## src/rtl/riscv_pkg.sv

```systemverilog
`default_nettype none
// ============================================================================
// Module      : riscv_pkg
// Description : Shared core types: datapath width and memory access sizes.
// Revision    : 1.0 - initial release
// ============================================================================
package riscv_pkg;

  localparam int REGISTER_WIDTH = 32;

  typedef enum logic [1:0] {
    BYTE    = 2'b00,
    HALF    = 2'b01,
    WORD    = 2'b10,
    ILLEGAL = 2'b11
  } mem_size_e;

  // An access faults when its size is illegal or the address is not
  // naturally aligned to that size.
  function automatic logic access_error(input mem_size_e size, input logic [1:0] addr_lo);
    case (size)
      BYTE:    return 1'b0;
      HALF:    return addr_lo[0];
      WORD:    return (addr_lo != 2'b00);
      default: return 1'b1;
    endcase
  endfunction

endpackage
`default_nettype wire

```

## src/rtl/lsu_lane_align.sv

```systemverilog
`default_nettype none
// ============================================================================
// Module      : lsu_lane_align
// Description : Combinational byte-lane handling for the load/store unit:
//               read-word reordering, load extraction/extension and
//               sub-word store merging.
// Revision    : 1.0 - initial release
// ============================================================================
module lsu_lane_align #(
  parameter int W  = 32,
  parameter int OW = 2
) (
  input  logic                  [1:0] size,
  input  logic                        is_unsigned,
  input  logic               [OW-1:0] offset,
  input  logic                [W-1:0] mem_rdata,
  input  logic                [W-1:0] old_word,
  input  logic                [W-1:0] wdata,
  output logic                [W-1:0] rdata_lanes,
  output logic                [W-1:0] load_data,
  output logic                [W-1:0] merge_data
);
  import riscv_pkg::*;

  localparam int NB = W / 8;

  logic [OW-1:0] off_hi;
  logic    [7:0] b_lo;
  logic    [7:0] b_hi;

  // Upper byte of a half access; wraps only for misaligned offsets, which
  // never reach this logic as a real access.
  assign off_hi = offset + OW'(1);

  // Memory returns the lowest-addressed byte in the top lane; flip it so
  // lane k of rdata_lanes holds byte aligned+k (write-lane order).
  always_comb begin
    rdata_lanes = '0;
    for (int k = 0; k < NB; k++) begin
      rdata_lanes[8*k +: 8] = mem_rdata[W-1-8*k -: 8];
    end
  end

  // Pick the addressed byte(s) little-endian and extend to full width.
  always_comb begin
    b_lo = rdata_lanes[8*int'(offset) +: 8];
    b_hi = rdata_lanes[8*int'(off_hi) +: 8];
    case (mem_size_e'(size))
      BYTE:    load_data = is_unsigned ? {{(W-8){1'b0}}, b_lo}
                                       : {{(W-8){b_lo[7]}}, b_lo};
      HALF:    load_data = is_unsigned ? {{(W-16){1'b0}}, b_hi, b_lo}
                                       : {{(W-16){b_hi[7]}}, b_hi, b_lo};
      default: load_data = rdata_lanes;
    endcase
  end

  // Overlay the store data onto the previously read word.
  always_comb begin
    merge_data = old_word;
    case (mem_size_e'(size))
      BYTE: merge_data[8*int'(offset) +: 8] = wdata[7:0];
      HALF: begin
        merge_data[8*int'(offset) +: 8] = wdata[7:0];
        merge_data[8*int'(off_hi) +: 8] = wdata[15:8];
      end
      WORD:    merge_data = wdata;
      default: merge_data = old_word;
    endcase
  end

endmodule
`default_nettype wire

```

## src/rtl/load_store_unit.sv

```systemverilog
`default_nettype none
// ============================================================================
// Module      : load_store_unit
// Description : Single-outstanding load/store unit. Loads take one memory
//               cycle; sub-word stores do read-modify-write on a port that
//               only writes whole words. One-cycle response pulse, no
//               response backpressure.
// Revision    : 1.0 - initial release
// ============================================================================
module load_store_unit #(
  parameter int REGISTER_WIDTH = riscv_pkg::REGISTER_WIDTH
) (
  input  logic                      clk,
  input  logic                      rst,
  input  logic                      req_valid,
  output logic                      req_ready,
  input  logic                      req_write,
  input  logic                [1:0] req_size,
  input  logic                      req_unsigned,
  input  logic [REGISTER_WIDTH-1:0] req_addr,
  input  logic [REGISTER_WIDTH-1:0] req_wdata,
  output logic                      rsp_valid,
  output logic [REGISTER_WIDTH-1:0] rsp_rdata,
  output logic                      rsp_error,
  output logic                      mem_write_en,
  output logic [REGISTER_WIDTH-1:0] mem_write_data,
  output logic [REGISTER_WIDTH-1:0] mem_address,
  input  logic [REGISTER_WIDTH-1:0] mem_read_data
);
  import riscv_pkg::*;

  localparam int OFF_W = $clog2(REGISTER_WIDTH / 8);

  typedef enum logic [2:0] {
    IDLE        = 3'd0,
    LOAD        = 3'd1,
    STORE_READ  = 3'd2,
    STORE_WRITE = 3'd3,
    RESP        = 3'd4
  } state_e;

  state_e                    state_q, state_d;
  logic                      write_q, write_d;
  mem_size_e                 size_q,  size_d;
  logic                      uns_q,   uns_d;
  logic                      err_q,   err_d;
  logic [REGISTER_WIDTH-1:0] addr_q,  addr_d;
  logic [REGISTER_WIDTH-1:0] wdata_q, wdata_d;
  logic [REGISTER_WIDTH-1:0] rdata_q, rdata_d;
  logic [REGISTER_WIDTH-1:0] old_q,   old_d;

  logic [REGISTER_WIDTH-1:0] lane_rdata;
  logic [REGISTER_WIDTH-1:0] lane_load;
  logic [REGISTER_WIDTH-1:0] lane_merge;
  logic                      mem_active;

  lsu_lane_align #(
    .W  (REGISTER_WIDTH),
    .OW (OFF_W)
  ) u_lane_align (
    .size        (size_q),
    .is_unsigned (uns_q),
    .offset      (addr_q[OFF_W-1:0]),
    .mem_rdata   (mem_read_data),
    .old_word    (old_q),
    .wdata       (wdata_q),
    .rdata_lanes (lane_rdata),
    .load_data   (lane_load),
    .merge_data  (lane_merge)
  );

  // Outputs decode the registered state; reset overrides them immediately so
  // an aborted STORE_WRITE can never reach memory.
  assign req_ready      = (state_q == IDLE) && !rst;
  assign mem_active     = ((state_q == LOAD) || (state_q == STORE_READ) ||
                           (state_q == STORE_WRITE)) && !rst;
  assign mem_address    = mem_active ? {addr_q[REGISTER_WIDTH-1:OFF_W], {OFF_W{1'b0}}} : '0;
  assign mem_write_en   = (state_q == STORE_WRITE) && !rst;
  assign mem_write_data = mem_write_en ? lane_merge : '0;
  assign rsp_valid      = (state_q == RESP) && !rst;
  assign rsp_error      = rsp_valid && err_q;
  assign rsp_rdata      = rsp_valid ? rdata_q : '0;

  // Next-state and datapath capture for the access sequencer.
  always_comb begin
    state_d = state_q;
    write_d = write_q;
    size_d  = size_q;
    uns_d   = uns_q;
    err_d   = err_q;
    addr_d  = addr_q;
    wdata_d = wdata_q;
    rdata_d = rdata_q;
    old_d   = old_q;
    case (state_q)
      IDLE: begin
        if (req_valid && req_ready) begin
          write_d = req_write;
          size_d  = mem_size_e'(req_size);
          uns_d   = req_unsigned;
          addr_d  = req_addr;
          wdata_d = req_wdata;
          err_d   = access_error(mem_size_e'(req_size), req_addr[1:0]);
          rdata_d = '0;
          if (err_d) begin
            state_d = RESP;
          end else if (!req_write) begin
            state_d = LOAD;
          end else if (mem_size_e'(req_size) == WORD) begin
            state_d = STORE_WRITE;
          end else begin
            state_d = STORE_READ;
          end
        end
      end
      LOAD: begin
        rdata_d = lane_load;
        state_d = RESP;
      end
      STORE_READ: begin
        old_d   = lane_rdata;
        state_d = STORE_WRITE;
      end
      STORE_WRITE: state_d = RESP;
      RESP:        state_d = IDLE;
      default:     state_d = IDLE;
    endcase
  end

  // State and latched request registers.
  always_ff @(posedge clk) begin
    if (rst) begin
      state_q <= IDLE;
      write_q <= 1'b0;
      size_q  <= BYTE;
      uns_q   <= 1'b0;
      err_q   <= 1'b0;
      addr_q  <= '0;
      wdata_q <= '0;
      rdata_q <= '0;
      old_q   <= '0;
    end else begin
      state_q <= state_d;
      write_q <= write_d;
      size_q  <= size_d;
      uns_q   <= uns_d;
      err_q   <= err_d;
      addr_q  <= addr_d;
      wdata_q <= wdata_d;
      rdata_q <= rdata_d;
      old_q   <= old_d;
    end
  end

endmodule
`default_nettype wire

```

## config.mk

```make
export PLATFORM = sky130hd
export DESIGN_NAME = load_store_unit
export DESIGN_NICKNAME = d
export VERILOG_FILES = /design/src/rtl/riscv_pkg.sv /design/src/rtl/lsu_lane_align.sv /design/src/rtl/load_store_unit.sv
export SDC_FILE = /design/constraint.sdc
export NUM_CORES = 1
export LEC_CHECK = 0
export CAP_MARGIN = 20
export CORE_UTILIZATION = 58
export CTS_CLUSTER_SIZE = 10
export DETAILED_ROUTE_END_ITERATION = 8
export DONT_BUFFER_PORTS = 1
export PLACE_DENSITY = 0.76
export SLEW_MARGIN = 10
export SYNTH_ARGS = -nofsm -noshare
export SYNTH_HDL_FRONTEND = slang
export SYNTH_SLANG_ARGS = --single-unit
```

## constraint.sdc

```tcl
create_clock -name clk -period 2.8 [get_ports clk]
set_input_delay 0.56 -clock clk [delete_from_list [all_inputs] [get_ports clk]]
set_output_delay 0.56 -clock clk [all_outputs]
set_load 0.005 [all_outputs]
```

==> impl_results.md <==
* Worst Setup SP: addr_q[0]
* Hold worst-path end: wdata_q[0]
* Dpl cells at 1074
* Hold crit path type: input pin to flop
* Reg-to-Reg Start: addr_q[1]
* RSZ-0062 raised after global routing: yes
* Fin. max-slew vios at 0
* Crit start category: flop
* FF-to-FF End: rdata_q[16]
* Antenna violations before repair at 0
* Max Clock Freq at 362 MHz
* Number of synthesized flops with an enable pin at 0
* Mapped Cells at 946
* Post-route cell area at 8310 um2
* Worst path required time at 2240 ps
* Die width at 115 um
* CTS root buffer: clkbuf_16
* Initial core utilization at 60.5%
* Relative slew slack at 33.6%
* Final std cells w/o fill at 1117
* CP Data Arrival Time at 2200 ps
* Synth top area cells: dfxtp_1 37%, nand2_1 12%, nand3b_1 6.4%
* Layout overhead on the synthesized area at 12.4%
* Final GP Congestion at 0.910
* WL met1 at 9520 um
* CTS sink cnt at 135
* Sw power at 1410 uW
* GRT Overall Usage at 34.8%
* Yosys Warn Count at 0
* CTS tree: built
* Final hold vios at 0
* Final nets at 1045
* CTS H-Tree Depth at 4
* Worst IR Drop VDD at 479 uV
* Die area at 13200 um2
* Diode count at 0
* R2R Setup Slk at 570 ps
* Top FF cell, synth: dfxtp_1
* Final Cycle Share at 98.6%
* Worst-skew pair later-pin latency at 420 ps
* Clock transition at path regs at 60 ps
* Setup Skew at 5.71 ps
* DP Area at 7510 um2
* Async SR Flop Fraction at 0%
* Highest Signal Layer: met4
* WS Path Type: flop to output port
* Sw Share at 27.8%
* HPWL Detailed at 16400 um
* Drt total wl at 22900 um
* DR DRC count at 0
* Max_cap viols at 0
* Power Density at 611 nW/um2
* Mapped Area at 7390 um2
* Vias in the first global route at 6545
* Sequential power share at 42.6%
* Most frequent cells after synthesis: 246 x nand2_1, 135 x dfxtp_1, 73 x a21oi_1
* Core Footprint at 12200 um2
* P_int at 3660 uW
* Comb power frac at 14.4%
* Fin util at 68.0%
* Largest net degree at the start of global routing at 134
* Yosys top cell area share at 36.6%
* Antenna Violating Nets Remaining at 0
* DRT iter0 DRCs at 777
* Worst Reg-to-Reg Cells at 7
* Kind of end point of the critical path: output port
* Worst slew pin tran at 996 ps
* Via count at 7167
* Gr ovfl total at 0
* Seq cells post-synth at 135
* Die height at 115 um
* Clock power frac at 43.0%
* WL met2 at 10500 um
* Final Setup Violations at 0
* Row count at 40
* Synth unique cells at 68
* WL/cell at 20.5 um
* Synthesized area per cell at 7.81 um2
* Outcome: finished, final reports clean
* CTS max path bufs at 2
* Share of cells above drive strength 1 at 13.4%
* Vias per std cell at 6.42
* First-pass DRT Iterations at 7
* Top-count cell post-synth: nand2_1
* First-pass GRT wire length at 35100 um
* Leak at 0.00317 uW
* IO Port Bufs at 0
* DR WL met3 at 2020 um
* CTS Buf Count at 17
* Most area-hungry cell type in the Yosys netlist: dfxtp_1
* Crit path time final at 2760 ps
* WHS Path Cells at 2
* CP max FO at 12
* Sequential share of the synthesized area at 36.6%
* Io pins at 203
* Worst hold path startpoint: req_wdata[0]
## worst max-delay path by stage
stage | endpoint | slack [ps] | depth (start not counted)
floorplan | mem_write_data[10] | 110 | 8
global placement | mem_write_data[6] | 190 | 8
detailed placement | mem_write_data[0] | 140 | 8
CTS | mem_write_data[0] | -10 | 9
global route | mem_write_data[30] | -20 | 7
finish | mem_write_data[22] | 40 | 6
## flip-flops by register name (all words and copies together), names as in the netlist
register	count
err_q	1
old_q	32
addr_q	32
size_q	2
uns_q	1
state_q	3
rdata_q	32
wdata_q	32
## final cells by class
type	count	area [um2]
clock buffers	21	450
inverters	16	65.1
multi-input cells	716	4360
flip-flops and latches	135	2710
repair buffers	50	393
fillers	1036	3910
clock inverters	11	124
well taps	168	210
## routing by layer
layer / track usage (%) / vias up
met5: 0 / -
met4: 17.1 / 0
met3: 8.96 / 77
met2: 54.8 / 387
met1: 44.3 / 3402
li1: - / 3301
## per-stage QoR
stage | power (uW) | setup TNS [ps] | hold slack, ps | setup slack [ps]
after floorplan | 2690 | 0 | 407 | 114
after global placement | 2830 | 0 | 417 | 192
after detailed placement | 2850 | 0 | 430 | 144
after CTS | 5050 | -10.8 | 196 | -10.8
after global routing | 5260 | -36.4 | 201 | -20.8
final | 5070 | 0 | 232 | 38.6
## what timing repair did
action                                  CTS  global route
endpoints found under the setup margin   32            30
hold buffers                              0             0
setup buffers                             6             3
gates cloned                              1             1
pin swaps                                 6             5
resized for setup                        19            17
## power groups by stage
stage	Sequential [uW]	Clock (uW)	Combinational [uW]
after detailed placement	2190	0	660
after floorplan	2150	0	543
after CTS	2160	2200	691
after global placement	2190	0	641
final	2160	2180	729
after global routing	2170	2290	797
## cell usage in the layout (no fill, tap or decap), drive strengths merged, types with 9 or more instances in the layout
cell type	Yosys	layout
a211oi	9	9
a21oi	75	75
a22o	9	9
a22oi	35	35
a31oi	15	15
and2	66	66
buf	49	50
clkbuf	32	21
dfxtp	135	135
inv	15	16
mux2i	19	19
nand2	247	247
nand3b	63	63
nor2	12	12
o21ai	59	59
## kinds of logic after synthesis
logic type,share of synthesized area (%)
muxes,2.73
other,0.0507
adders and majority gates,1.02
and+or+nand+nor,30.3
AOI/OAI and AO/OA,22.9
buffers and inverters,6.47
DFF,36.6
## critical path, cell delays in order (launching register included)
cell	delay [ps]
dfxtp_2	330
buf_4	180
ha_1	330
a211oi_1	380
nand3_1	150
o311a_1	150
nor2_1	260
(Power assumes the default switching activity.)
